**src/rtl/crack_controller.sv**
```systemverilog
`default_nettype none
// ============================================================================
// Module   : crack_controller
// Purpose  : Sequences init/KSA/decrypt engines over a key range and
//            arbitrates the shared S-memory port between them.
// Revision : 1.0
// ============================================================================
module crack_controller #(
    parameter int                   RAM_WIDTH  = 8,
    parameter int                   RAM_LENGTH = 8,
    parameter int                   KEY_WIDTH  = 24,
    parameter logic [KEY_WIDTH-1:0] KEY_START  = '0,
    parameter logic [KEY_WIDTH-1:0] KEY_LIMIT  = 'h3FFFFF,
    parameter int                   TIMEOUT    = 4096
) (
    input  logic                               clk,
    input  logic                               reset,
    input  logic                               go,
    output logic                               init_start,
    output logic                               ksa_start,
    output logic                               dec_start,
    input  logic                               init_finished,
    input  logic                               ksa_finished,
    input  logic                               dec_finished,
    input  logic                               dec_success,
    input  logic [RAM_LENGTH+RAM_WIDTH:0]      init_sBus,
    input  logic [RAM_LENGTH+RAM_WIDTH:0]      ksa_sBus,
    input  logic [RAM_LENGTH+RAM_WIDTH:0]      dec_sBus,
    output logic [RAM_LENGTH-1:0]              sAddr,
    output logic [RAM_WIDTH-1:0]               sIn,
    output logic                               sWren,
    output logic [KEY_WIDTH-1:0]               key,
    output logic                               busy,
    output logic                               found,
    output logic                               exhausted,
    output logic                               error,
    output logic [7:0]                         stateTap
);

    localparam int               CNT_W      = $clog2(TIMEOUT) + 1;
    localparam logic [CNT_W-1:0] C_CNT_LAST = CNT_W'(TIMEOUT - 1);

    typedef enum logic [3:0] {
        IDLE      = 4'd0,
        INIT_GO   = 4'd1,
        INIT_WAIT = 4'd2,
        KSA_GO    = 4'd3,
        KSA_WAIT  = 4'd4,
        DEC_GO    = 4'd5,
        DEC_WAIT  = 4'd6,
        NEXT_KEY  = 4'd7,
        FOUND     = 4'd8,
        EXHAUSTED = 4'd9,
        ERROR     = 4'd10
    } state_t;

    state_t                 r_state;
    state_t                 w_next_state;
    logic [KEY_WIDTH-1:0]   r_key;
    logic [CNT_W-1:0]       r_cnt;
    logic                   w_load_key;
    logic                   w_inc_key;
    logic                   w_cnt_clr;
    logic                   w_cnt_inc;
    logic                   w_cnt_expired;

    assign w_cnt_expired = (r_cnt == C_CNT_LAST);

    always_ff @(posedge clk or negedge reset) begin
        if (!reset) begin
            r_state <= IDLE;
            r_key   <= KEY_START;
            r_cnt   <= '0;
        end else begin
            r_state <= w_next_state;
            if (w_load_key) begin
                r_key <= KEY_START;
            end else if (w_inc_key) begin
                r_key <= r_key + KEY_WIDTH'(1);
            end
            if (w_cnt_clr) begin
                r_cnt <= '0;
            end else if (w_cnt_inc) begin
                r_cnt <= r_cnt + CNT_W'(1);
            end
        end
    end

    always_comb begin
        w_next_state = r_state;
        w_load_key   = 1'b0;
        w_inc_key    = 1'b0;
        w_cnt_clr    = 1'b0;
        w_cnt_inc    = 1'b0;
        init_start   = 1'b0;
        ksa_start    = 1'b0;
        dec_start    = 1'b0;
        busy         = 1'b1;
        found        = 1'b0;
        exhausted    = 1'b0;
        error        = 1'b0;

        case (r_state)
            IDLE, FOUND, EXHAUSTED, ERROR: begin
                busy      = 1'b0;
                found     = (r_state == FOUND);
                exhausted = (r_state == EXHAUSTED);
                error     = (r_state == ERROR);
                if (go) begin
                    w_load_key   = 1'b1;
                    w_next_state = INIT_GO;
                end
            end
            INIT_GO: begin
                init_start   = 1'b1;
                w_cnt_clr    = 1'b1;
                w_next_state = INIT_WAIT;
            end
            INIT_WAIT: begin
                if (init_finished) begin
                    w_next_state = KSA_GO;
                end else if (w_cnt_expired) begin
                    w_next_state = ERROR;
                end else begin
                    w_cnt_inc = 1'b1;
                end
            end
            KSA_GO: begin
                ksa_start    = 1'b1;
                w_cnt_clr    = 1'b1;
                w_next_state = KSA_WAIT;
            end
            KSA_WAIT: begin
                if (ksa_finished) begin
                    w_next_state = DEC_GO;
                end else if (w_cnt_expired) begin
                    w_next_state = ERROR;
                end else begin
                    w_cnt_inc = 1'b1;
                end
            end
            DEC_GO: begin
                dec_start    = 1'b1;
                w_cnt_clr    = 1'b1;
                w_next_state = DEC_WAIT;
            end
            DEC_WAIT: begin
                if (dec_finished) begin
                    w_next_state = dec_success ? FOUND : NEXT_KEY;
                end else if (w_cnt_expired) begin
                    w_next_state = ERROR;
                end else begin
                    w_cnt_inc = 1'b1;
                end
            end
            NEXT_KEY: begin
                // Stop on the last key rather than wrapping past it.
                if (r_key == KEY_LIMIT) begin
                    w_next_state = EXHAUSTED;
                end else begin
                    w_inc_key    = 1'b1;
                    w_next_state = INIT_GO;
                end
            end
            default: begin
                w_next_state = IDLE;
            end
        endcase
    end

    // Only the engine owning the current phase reaches the S port.
    always_comb begin
        sAddr = '0;
        sIn   = '0;
        sWren = 1'b0;
        case (r_state)
            INIT_GO, INIT_WAIT: begin
                sAddr = init_sBus[RAM_LENGTH+RAM_WIDTH:RAM_WIDTH+1];
                sIn   = init_sBus[RAM_WIDTH:1];
                sWren = init_sBus[0];
            end
            KSA_GO, KSA_WAIT: begin
                sAddr = ksa_sBus[RAM_LENGTH+RAM_WIDTH:RAM_WIDTH+1];
                sIn   = ksa_sBus[RAM_WIDTH:1];
                sWren = ksa_sBus[0];
            end
            DEC_GO, DEC_WAIT: begin
                sAddr = dec_sBus[RAM_LENGTH+RAM_WIDTH:RAM_WIDTH+1];
                sIn   = dec_sBus[RAM_WIDTH:1];
                sWren = dec_sBus[0];
            end
            default: begin
                sAddr = '0;
                sIn   = '0;
                sWren = 1'b0;
            end
        endcase
    end

    assign key      = r_key;
    assign stateTap = {4'b0000, r_state};

endmodule
`default_nettype wire

```
**config.mk**
```make
export PLATFORM = sky130hd
export DESIGN_NAME = crack_controller
export DESIGN_NICKNAME = d
export VERILOG_FILES = /design/src/rtl/crack_controller.sv
export SDC_FILE = /design/constraint.sdc
export NUM_CORES = 1
export LEC_CHECK = 0
export ABC_CLOCK_PERIOD_IN_PS = 2200
export CAP_MARGIN = 20
export CELL_PAD_IN_SITES_DETAIL_PLACEMENT = 2
export CELL_PAD_IN_SITES_GLOBAL_PLACEMENT = 2
export CORE_MARGIN = 1.5
export CORE_UTILIZATION = 22
export CTS_CLUSTER_DIAMETER = 40
export DETAILED_ROUTE_END_ITERATION = 12
export MAX_ROUTING_LAYER = met4
export PLACE_DENSITY_LB_ADDON = 0.12
export RECOVER_POWER = 50
export SYNTH_ARGS = -nofsm -noshare
export SYNTH_HDL_FRONTEND = slang
export SYNTH_SLANG_ARGS = --single-unit
```
**constraint.sdc**
```tcl
create_clock -name clk -period 2.2 [get_ports clk]
set_input_delay 0.44 -clock clk [delete_from_list [all_inputs] [get_ports clk]]
set_output_delay 0.44 -clock clk [all_outputs]
set_load 0.005 [all_outputs]
```
==> metrics.cfg <==
[placed_design]
globalplace.congestion = 0.7696
dp_cells = 634
dpl.hpwl_um = 8667
io_buffers = 109
post-place-ws_ns = -0.3103

[timing]
relSlewSlack_pct = 27.12
clock.fmax_mhz = 422.0
setup_viol = 25
fin_tns_setup_ns = -2.571
rsz0062_at_grt = true
whs_ns = 0.3343
tightest_slew_ns = 1.093
layout_min_cycle_time_ns = 2.370
finalWorstSetupSlack_ns = -0.1695
fin_crit_sh_pct = 107.7
maxSlewViolCount = 0
hold_viol_final = 0
fin_worst_skew_ns = 0.005146

[yosys]
synth.distinct_cells = 51
ys_warn_count = 0
yosys-top-cells-count = dfrtp_1 (41), nor2_1 (26), inv_1 (24), nand2_1 (24)
syn_area_sq_mm = 0.002735
syn_avg_cell_area_sq_um = 8.547
ys_async_sr_fraction_pct = 100.0
synth_top_area_cell = dfrtp_1
synthTopCellsByArea = dfrtp_1 (38%), a222oi_1 (6.2%), nor2_1 (3.6%), a21oi_1 (3.5%), nand3_1 (3.5%)
synth_seq_cells = 41
synth_top_area_share_pct = 37.51
ys_seq_area_share_pct = 37.51
syn_inst = 320
synth_ff_type = dfrtp_1
synth_edf_count = 0
synth.most_common_cell = dfrtp_1

[layout]
multi_input_area_sq_mm = 0.001714
stdcell_count = 663
n_antenna_cell = 0
drive_gt1_share_pct = 27.07
fin_nets = 555
fill_cells = 1345
register_area_sq_mm = 0.001028
area_growth_pct = 76.49

[power_and_ir_drop]
intPower_mw = 3.043
p_leak_nw = 2.130
clkPwrFrac_pct = 14.9
power_switching_mw = 1.928
ir_worst_vdd_uv = 501.9
p_total_mw = 4.971
combPwrFrac_pct = 65.8
power_density_mw_per_mm2 = 1030
seqPwrFrac_pct = 19.4
sw_frac_of_total_pct = 38.78

[floorplanning]
core_sq_mm = 0.01206
die_area_sq_mm = 0.01311
rows = 40
die_x_um = 114.5
die_height_um = 114.5
ios = 114
initial_utilization_pct = 22.68

[clock_tree]
cts_sinks = 41
clk_pin_slew_ns = 0.06
cts_made_buffers = 5
cts_tree = built
h-tree-depth = 2
clk_latency_ns = 0.29
cts_hold_buf = 0
cts.path.max_buffers = 2
clockRootBuffer = clkbuf_16

[setup_path]
startpoint_type = register
cp_data_arrival_time_ns = 2.58
criticalPathCategory = register to register
worstSetupEndpointType = register
cp_data_required_time_ns = 2.41
path_max_fanout = 5

[global_routing]
antenna_found_initial = 0
overflow = 0
grt_pass1_wl_um = 18890
grt_usage_pct = 18.93
grt_pass1_vias = 3678
grt_max_degree = 23

[run_status]
violations = negative setup slack
status = finished, violations left

[hold_path]
min_path_type = primary input to asynchronous set/reset pin

[routing]
drtPass1Iterations = 4
totalWireLength_um = 11620
drt_iter0_markers = 131
detail_route.wl_per_cell_um = 17.53
routed_via_density = 4.985
ant_nets = 0
vias = 3305
route.detailed.drc = 0

[job]
drv_cap = 0

==> per-stage QoR <==
step,instance area (sq um),util [%]
floorplan,2756,-
global placement,4384,36.35
detailed placement,4384,36.35
CTS,4717,39.11
global route,4827,40.02
finish,4827,40.02
==> layout make-up <==
class | count | share of cell area [%]
inverter | 24 | 1.866
timing repair buffer | 183 | 34.01
tap | 168 | 4.355
multi-input combinational | 240 | 35.51
sequential | 41 | 21.31
clock buffer | 7 | 2.955
==> power by group through the flow <==
stage	logic, mW	registers [mW]	clock network [mW]
after global placement	2.74	0.951	0
after global routing	3.57	0.971	0.788
final	3.27	0.962	0.739
after CTS	3.15	0.947	0.768
after detailed placement	2.79	0.963	0
after floorplan	1.13	0.976	0
==> kinds of logic after synthesis <==
family | Yosys count | synth area share (%)
simple gates | 132 | 26.53
compound gates | 82 | 22.05
mux | 4 | 1.464
xor+xnor | 15 | 4.803
flops | 41 | 37.51
other cells | 1 | 0.1371
fa+ha+maj | 2 | 0.9148
buf+inv | 43 | 6.587
==> cell usage in the layout (no fill, tap or decap), types with 6 or more instances in the layout <==
cell,count
o31ai_1,10
nand3_1,17
inv_1,23
dlygate4sd3_1,10
dfrtp_1,39
and3_1,6
xor2_1,6
xnor2_1,9
buf_4,52
a222oi_1,17
nand2_1,23
buf_2,18
a21oi_1,13
buf_6,18
nor2_1,26
clkdlybuf4s50_1,74
dlygate4sd2_1,7
o211ai_1,6
nand4_1,14
==> final timing paths <==
path                       slack [ns]    endpoint       start  depth (start not counted)
min reg2reg                      0.52      key[7]      key[7]                          1
min                              0.33    r_cnt[1]       reset                          1
max reg2reg                     -0.17    r_cnt[9]  r_state[0]                          7
max                             -0.17    r_cnt[9]  r_state[0]                          7
max in group asynchronous        0.66  r_state[1]       reset                          2
min in group clk                 0.52      key[7]      key[7]                          1
==> state kept, by name, indices dropped and copies added (netlist names) <==
name / flops
key: 24
r_cnt: 13
r_state: 4
==> what timing repair did <==
action	CTS	global route
cloned	3	2
endpoints found under the setup margin	30	30
resized for setup	101	31
pin swaps	26	22
buffers inserted	14	6
==> layer usage <==
metal  up-vias  part of all wire, %  track usage [%]
li1       1562                    -                -
met1      1632                   42            21.60
met2       103                   51            33.21
met3         8                  5.5            4.182
met4         0                  1.4            5.500
met5         -                    0                -
==> worst max-delay path, cell delays in order, from the launching register on <==
cell and delay [ns]:
dfrtp_2 0.44, buf_6 0.14, nand2b_4 0.14, buf_4 0.14, or4b_4 0.57, a21o_4 0.25, or4_4 0.49, a21oi_2 0.13
Power figures use the tool's default switching activity.
